===== src/rtl/jk_cmd_conditioner.sv =====
// Purpose : sync + debounce SET_IN/CLR_IN, turn debounced rises into one-cycle J/K pulses,
//           merging set/clear rises that land within PAIR_WIN cycles into a J=K=1 toggle.
// Latency : raw edge to J/K is 2+DEBOUNCE_CYCLES cycles (lone, PAIR_WIN=0), +PAIR_WIN when waiting.
// Backpr. : none; this is a free-running conditioner and every qualified edge is consumed.
module jk_cmd_conditioner #(
   parameter int DEBOUNCE_CYCLES = 4,
   parameter int PAIR_WIN        = 3
) (
   input  logic CLK,
   input  logic RST,
   input  logic SET_IN,
   input  logic CLR_IN,
   output logic J,
   output logic K,
   output logic SET_LVL,
   output logic CLR_LVL,
   output logic PENDING
);

   localparam int CW = $clog2(DEBOUNCE_CYCLES + 1);
   // Keep the timer at least one bit wide so PAIR_WIN=0 still elaborates.
   localparam int TW = (PAIR_WIN > 0) ? $clog2(PAIR_WIN + 1) : 1;
   localparam logic [CW-1:0] CNT_LAST = CW'(DEBOUNCE_CYCLES - 1);
   localparam logic [TW-1:0] TMR_LAST = TW'(PAIR_WIN - 1);

   typedef enum logic [1:0] {IDLE, PEND_SET, PEND_CLR} state_t;

   // Channel index 0 is SET, 1 is CLR.
   logic [1:0]    s1_q, s2_q;
   logic [1:0]    lvl_q, lvl_d;
   logic [1:0]    lvl_dly_q;
   logic [CW-1:0] cnt_q [2];
   logic [CW-1:0] cnt_d [2];
   logic [1:0]    rise;
   state_t        state_q;
   logic [TW-1:0] tmr_q;

   // Two-flop synchronizer for both raw inputs.
   always_ff @(posedge CLK or negedge RST) begin
      if (!RST) begin
         s1_q <= '0;
         s2_q <= '0;
      end else begin
         s1_q <= {CLR_IN, SET_IN};
         s2_q <= s1_q;
      end
   end

   // Debounce: the level only moves after DEBOUNCE_CYCLES consecutive disagreeing samples.
   always_comb begin
      for (int c = 0; c < 2; c++) begin
         lvl_d[c] = lvl_q[c];
         cnt_d[c] = cnt_q[c];
         if (s2_q[c] == lvl_q[c]) begin
            cnt_d[c] = '0;
         end else if (cnt_q[c] == CNT_LAST) begin
            lvl_d[c] = s2_q[c];
            cnt_d[c] = '0;
         end else begin
            cnt_d[c] = cnt_q[c] + 1'b1;
         end
      end
   end

   // Debounce state and delayed level copy used for rise detection.
   always_ff @(posedge CLK or negedge RST) begin
      if (!RST) begin
         lvl_q     <= '0;
         lvl_dly_q <= '0;
         for (int c = 0; c < 2; c++) cnt_q[c] <= '0;
      end else begin
         lvl_q     <= lvl_d;
         lvl_dly_q <= lvl_q;
         for (int c = 0; c < 2; c++) cnt_q[c] <= cnt_d[c];
      end
   end

   assign rise    = lvl_q & ~lvl_dly_q;
   assign SET_LVL = lvl_q[0];
   assign CLR_LVL = lvl_q[1];

   // Pairing FSM with registered J/K/PENDING; a repeat rise of the held channel is absorbed.
   always_ff @(posedge CLK or negedge RST) begin
      if (!RST) begin
         state_q <= IDLE;
         tmr_q   <= '0;
         J       <= 1'b0;
         K       <= 1'b0;
         PENDING <= 1'b0;
      end else begin
         J <= 1'b0;
         K <= 1'b0;
         case (state_q)
            IDLE: begin
               if (rise[0] && rise[1]) begin
                  J <= 1'b1;
                  K <= 1'b1;
               end else if (rise[0]) begin
                  if (PAIR_WIN == 0) begin
                     J <= 1'b1;
                  end else begin
                     state_q <= PEND_SET;
                     tmr_q   <= '0;
                     PENDING <= 1'b1;
                  end
               end else if (rise[1]) begin
                  if (PAIR_WIN == 0) begin
                     K <= 1'b1;
                  end else begin
                     state_q <= PEND_CLR;
                     tmr_q   <= '0;
                     PENDING <= 1'b1;
                  end
               end
            end
            PEND_SET: begin
               if (rise[1]) begin
                  J       <= 1'b1;
                  K       <= 1'b1;
                  state_q <= IDLE;
                  PENDING <= 1'b0;
               end else if (tmr_q == TMR_LAST) begin
                  J       <= 1'b1;
                  state_q <= IDLE;
                  PENDING <= 1'b0;
               end else begin
                  tmr_q <= tmr_q + 1'b1;
               end
            end
            PEND_CLR: begin
               if (rise[0]) begin
                  J       <= 1'b1;
                  K       <= 1'b1;
                  state_q <= IDLE;
                  PENDING <= 1'b0;
               end else if (tmr_q == TMR_LAST) begin
                  K       <= 1'b1;
                  state_q <= IDLE;
                  PENDING <= 1'b0;
               end else begin
                  tmr_q <= tmr_q + 1'b1;
               end
            end
            default: begin
               state_q <= IDLE;
               PENDING <= 1'b0;
            end
         endcase
      end
   end

endmodule


===== config.mk =====
export PLATFORM = sky130hd
export DESIGN_NAME = jk_cmd_conditioner
export DESIGN_NICKNAME = d
export VERILOG_FILES = /design/src/rtl/jk_cmd_conditioner.sv
export SDC_FILE = /design/constraint.sdc
export NUM_CORES = 1
export LEC_CHECK = 0
export BUFFER_PORTS_ARGS = -buffer_cell sky130_fd_sc_hd__clkbuf_2
export CAP_MARGIN = 20
export CORE_MARGIN = 10
export CORE_UTILIZATION = 50
export DETAILED_ROUTE_END_ITERATION = 10
export PLACE_DENSITY = 0.68
export SLEW_MARGIN = 15
export SYNTH_ARGS = -nofsm -noshare
export SYNTH_HDL_FRONTEND = slang
export SYNTH_SLANG_ARGS = --single-unit

===== constraint.sdc =====
create_clock -name CLK -period 1.42 [get_ports CLK]
set_clock_uncertainty 0.05 [all_clocks]
set_input_delay 0.213 -clock CLK [delete_from_list [all_inputs] [get_ports CLK]]
set_output_delay 0.213 -clock CLK [all_outputs]
set_load 0.005 [all_outputs]

Word-level counts from Yosys, hierarchy flattened

Cells that the tools add are included.

Muxes and demuxes: 33
Bitwise operators: 4
$add $sub $neg: 3
Eq/ne operators: 11
Reductions and logical operators: 7

Operator list:

| cell                | number |
|---|---|
| $mux 2              | 12 |
| $mux 1              | 12 |
| $mux 3              | 4 |
| $pmux 2 s3          | 2 |
| $pmux 1 s3          | 3 |
| $add 3x1->3 const B | 2 |
| $eq 3x2->1 const B  | 2 |
| $ne 2x2->1 const B  | 3 |
| $reduce_and 2->1    | 3 |
| $reduce_and 5->1    | 1 |
| $eq 2x2->1 const B  | 2 |
| $ne 3x3->1 const B  | 1 |
| $reduce_bool 3->1   | 1 |
| $add 2x1->2 const B | 1 |
| $and 2x2->2         | 1 |
| $eq 1x1->1          | 2 |
| $eq 2x1->1 const B  | 1 |
| $logic_not 2->1     | 1 |
| $not 1->1           | 2 |
| $not 2->2           | 1 |
| $logic_and 1x1->1   | 1 |

Word-level logic and storage cells: 70
Register bits: 21
Output and inout bits: 5

Longest topological paths before layout

Depth in word-level cells: 6
Depth in mapped cells: 6
Depth with buffers taken out: 6

Worst setup path after synthesis

Ideal clock, no wire load.

Kind: register -> register
Start: register lvl_q[1]
End: register PENDING
Setup time: 0.126 ns
Stages on the path, launching flop included: 5
Period minus slack after synthesis: 1.459 ns
Slack: -0.039 ns
Arrival: 1.282 ns
Path buffers: 0
Cells stage by stage: dfrtp_1 and2b_2 xnor2_2 and3_1 a311o_1

Cells in the longest elaborated chain, start to end: 4
Elaborated cells between the ends (all ways): 7
Classes of those cells: 2 x eq/ne; 2 x mux; 1 x bitwise; 2 x reduce/logical

Ends and longest elaborated chain:

| element                    | line | text |
|---|---|---|
| start, declared            | 30   | `logic [1:0] lvl_q, lvl_d;` |
| start signal, assigned     | 72   | `lvl_q <= lvl_d;` |
| $and 2x2->2 (*)            | 78   | `assign rise = lvl_q & ~lvl_dly_q;` |
| $logic_and 1x1->1          | 95   | `if (rise[0] && rise[1]) begin` |
| $ne 2x2->1 (no line)       | --   |  |
| $reduce_and 2->1 (no line) | --   |  |
| end signal, assigned       | 89   | `PENDING <= 1'b0;` |
| end signal, assigned       | 104  | `PENDING <= 1'b1;` |
| end signal, assigned       | 112  | `PENDING <= 1'b1;` |
| end, declared              | 17   | `output logic PENDING` |

Every way passes the cells marked *; elsewhere a longest branch is shown, timed or not.
A chain may end at the register's enable or synchronous reset.

Worst setup path after layout

Start: register state_q[1]
End: register state_q[1]

Cells in the longest elaborated chain, start to end: 3
Elaborated cells between the ends (all ways): 10
Classes of those cells: 4 x eq/ne; 4 x mux; 2 x reduce/logical

Ends and longest elaborated chain:

| element                                        | line | text |
|---|---|---|
| start, declared                                | 35   | `state_t state_q;` |
| start signal, assigned                         | 85   | `state_q <= IDLE;` |
| start signal, assigned                         | 102  | `state_q <= PEND_SET;` |
| start signal, assigned                         | 110  | `state_q <= PEND_CLR;` |
| $mux 2 or $logic_not 2->1 (tied branches)      | --   |  |
| $mux 2 (tied with other cells)                 | --   |  |
| $pmux 2 s3 or $reduce_and 2->1 (tied branches) | --   |  |

Several ways; a longest one is shown, not always the timed one.

==> reports/summary.txt <==
Status = finished, violations left
Failing checks = setup timing
Setup Viol. Count Final = 5
Post-DP HPWL = 1080 um
Skew-Pair Late Insertion Delay = 0.30 ns
Die Span Y = 62.7 um
CP Buf/Inv Count = 2
Row count = 15
Worst r2r path cells = 5
Met3 Routed Length = 85 um
CORE AREA = 0.00173 mm^2
Startpoint Class = register
Syn nets = 81
Delay-heaviest family, CP = flip-flops
Drt first pass iters = 4
Min cycle time layout = 1.52 ns
Pwr Density = 2170 mW/mm^2
Num ports = 9
Met2 WL = 874 um
Largest net degree at the start of global routing = 22
WP data required = 1.56 ns
Syn avg cell area = 13.0 um^2
Crit path max-delay cell type = dfrtp_2
FFs w/ async S/R, synth = 100%
Layout cell share with drive strength beyond 1 = 45.3%
DR top layer = met4
CP Class = reg2reg
Residual DRC = 0
Net count, final = 107
Finished Layout Cells = 120
Root Buffer = clkbuf_4
Worst-path clk slew = 0.11 ns
Total CTS buffers = 3
Synth top area share = 57.6%
Hold Crit Depth = 0
Final Max Tran Viols = 0
Post-synth EDFFs = 0
Highest Clock Rate = 659 MHz
Worst hold slack = 0.317 ns
Post-synthesis sequential area ratio = 57.6%
Synth cell types = 27
Routability cong. = 0.873
Top post-synthesis cells by count = 21 x dfrtp_1, 7 x ha_1, 4 x inv_1, 4 x nor3b_1
Total power = 2660 uW
Synthesized netlist cell count = 70
Vias in the first global route = 606
RSZ-0062 raised after global routing = true
Arr. time, crit path = 1.66 ns
Final Hold Violating Endpoints = 0
Die Area = 0.00393 mm^2
MaxCap Viol Count = 0
Hold Path Class = reg2reg
Top post-synthesis cells by area = dfrtp_1 58%, ha_1 9.6%, nor3b_1 3.3%
Vias = 624
VDD IR max = 1310 uV
Wirelength per Cell = 14.8 um
Relative slew slack = 66.1%
Initial antenna violation count = 0
Die Span X = 62.7 um
Dpl cells = 111
Worst Tran Pin Value = 0.509 ns
CP Capture Type = register
Clk buf depth = 2
Post-synth top flop = dfrtp_1
Vias per std cell = 5.20
Max stage delay on crit path = 0.49 ns
Cell with the most instances after synthesis = dfrtp_1
Port Buffer Count = 8
Drt first-iter violations = 9
Final Util = 71.0%
Synth Cell Area = 912 um^2
GRT overflow = 0
Met1 WL = 770 um
Syn-to-layout area delta = 34.4%
Global-route wire length before repair = 2630 um
H-tree depth = 1
Worst setup margin = -0.0966 ns
Setup TNS = -0.287 ns
Filler cells = 130
Antenna viol nets, final = 0
Ant diodes = 0
Yosys Warn Count = 0
Initial core utilization = 52.8%
Final worst-path cycle share = 107%
Total Routing Usage GR = 8.19%
Pleak = 0.000561 uW
Crit path depth = 5
Critical path, cell by cell = inv_4 -> ha_4 -> nand2b_1 -> buf_4 -> o32ai_1
Synth area leader = dfrtp_1
TritonCTS clock tree = built
Routed Wire Length = 1770 um
Yosys reg bits = 21
CP Max Fanout = 7
CTS Sinks = 21
==> path summary, 6_finish.rpt <==
| path | end | slack (ns) | start |
|---|---|---|---|
| worst max-delay path | state_q[1] | -0.1 | state_q[1] |
| worst min-delay path | s2_q[1] | 0.32 | s1_q[1] |
| worst max register to register | state_q[1] | -0.1 | state_q[1] |
| worst min register to register | s2_q[1] | 0.32 | s1_q[1] |
| max in group asynchronous | state_q[1] | 0.60 | RST |
| min in group asynchronous | cnt_q[5] | 0.35 | RST |
==> per-stage QoR <==
| step | area [um^2] | worst slack, ns |
|---|---|---|
| floorplan | 912 | -0.0140 |
| global placement | 1040 | -0.0448 |
| detailed placement | 1040 | -0.110 |
| CTS | 1120 | -0.0334 |
| global route | 1230 | -0.173 |
| finish | 1230 | -0.0966 |
==> kinds of logic after synthesis <==
| logic type | synth area share (%) |
|---|---|
| buf+inv | 1.65 |
| xor+xnor | 3.70 |
| simple gates | 12.5 |
| compound gates | 11.4 |
| flops | 57.6 |
| mux | 3.57 |
| fa+ha+maj | 9.60 |
==> routing by layer <==
| metal | vias to the layer above | track usage [%] |
|---|---|---|
| li1 | 302 | - |
| met1 | 308 | 9.32 |
| met2 | 10 | 12.3 |
| met3 | 4 | 3.23 |
| met4 | 0 | 5.59 |
| met5 | - | 0 |
==> worst register-to-register path, delay by kind of cell, from the launching register on <==
family	cells	cell delay, ns
compound gates	1	0.28
simple gates	1	0.12
flops	1	0.49
fa+ha+maj	1	0.19
buf+inv	2	0.27
==> cells in the final DEF, fill, tap and decap left out, drive strengths merged, types with 2 or more instances in the layout <==
master / Yosys / routed
a21oi: 3 / 3
and2b: 2 / 2
mux2: 2 / 2
clkbuf: 0 / 11
ha: 7 / 7
nand2: 3 / 3
nor3: 2 / 2
dlygate4sd3: 0 / 3
xnor2: 3 / 3
nor2b: 2 / 2
dfrtp: 21 / 21
or2b: 2 / 2
a22o: 2 / 2
nor3b: 4 / 4
buf: 0 / 10
o32ai: 2 / 2
inv: 4 / 4
==> state kept, by name, summed over array words and instances (netlist names) <==
| register | cells |
|---|---|
| K | 1 |
| lvl_q | 2 |
| lvl_dly_q | 2 |
| s2_q | 2 |
| cnt_q | 6 |
| J | 1 |
| state_q | 2 |
| PENDING | 1 |
| tmr_q | 2 |
| s1_q | 2 |
==> layout make-up <==
type / count / area [um^2] / area share (%)
sequential: 21 / 528 / 43.1
multi-input combinational: 45 / 474 / 38.7
timing repair buffer: 21 / 145 / 11.8
tap: 25 / 31.3 / 2.55
clock buffer: 3 / 22.5 / 1.84
inverter: 4 / 20.0 / 1.63
clock inverter: 1 / 5.00 / 0.408
==> power by group <==
group	leakage (uW)	switching [uW]	internal [uW]	total [uW]
Sequential	0.000262	131	799	930
Combinational	0.000281	677	778	1450
Clock	0.0000177	174	105	279
Total	0.000561	982	1680	2660
==> timing repair <==
action | 4_1_cts | 5_1_grt
setup buffers | 0 | 2
endpoints found under the hold margin | 23 | 0
setup endpoints to repair | 7 | 7
hold buffers | 3 | 0
resized for setup | 6 | 17
pin swaps | 3 | 9
Power figures use the tool's default switching activity.
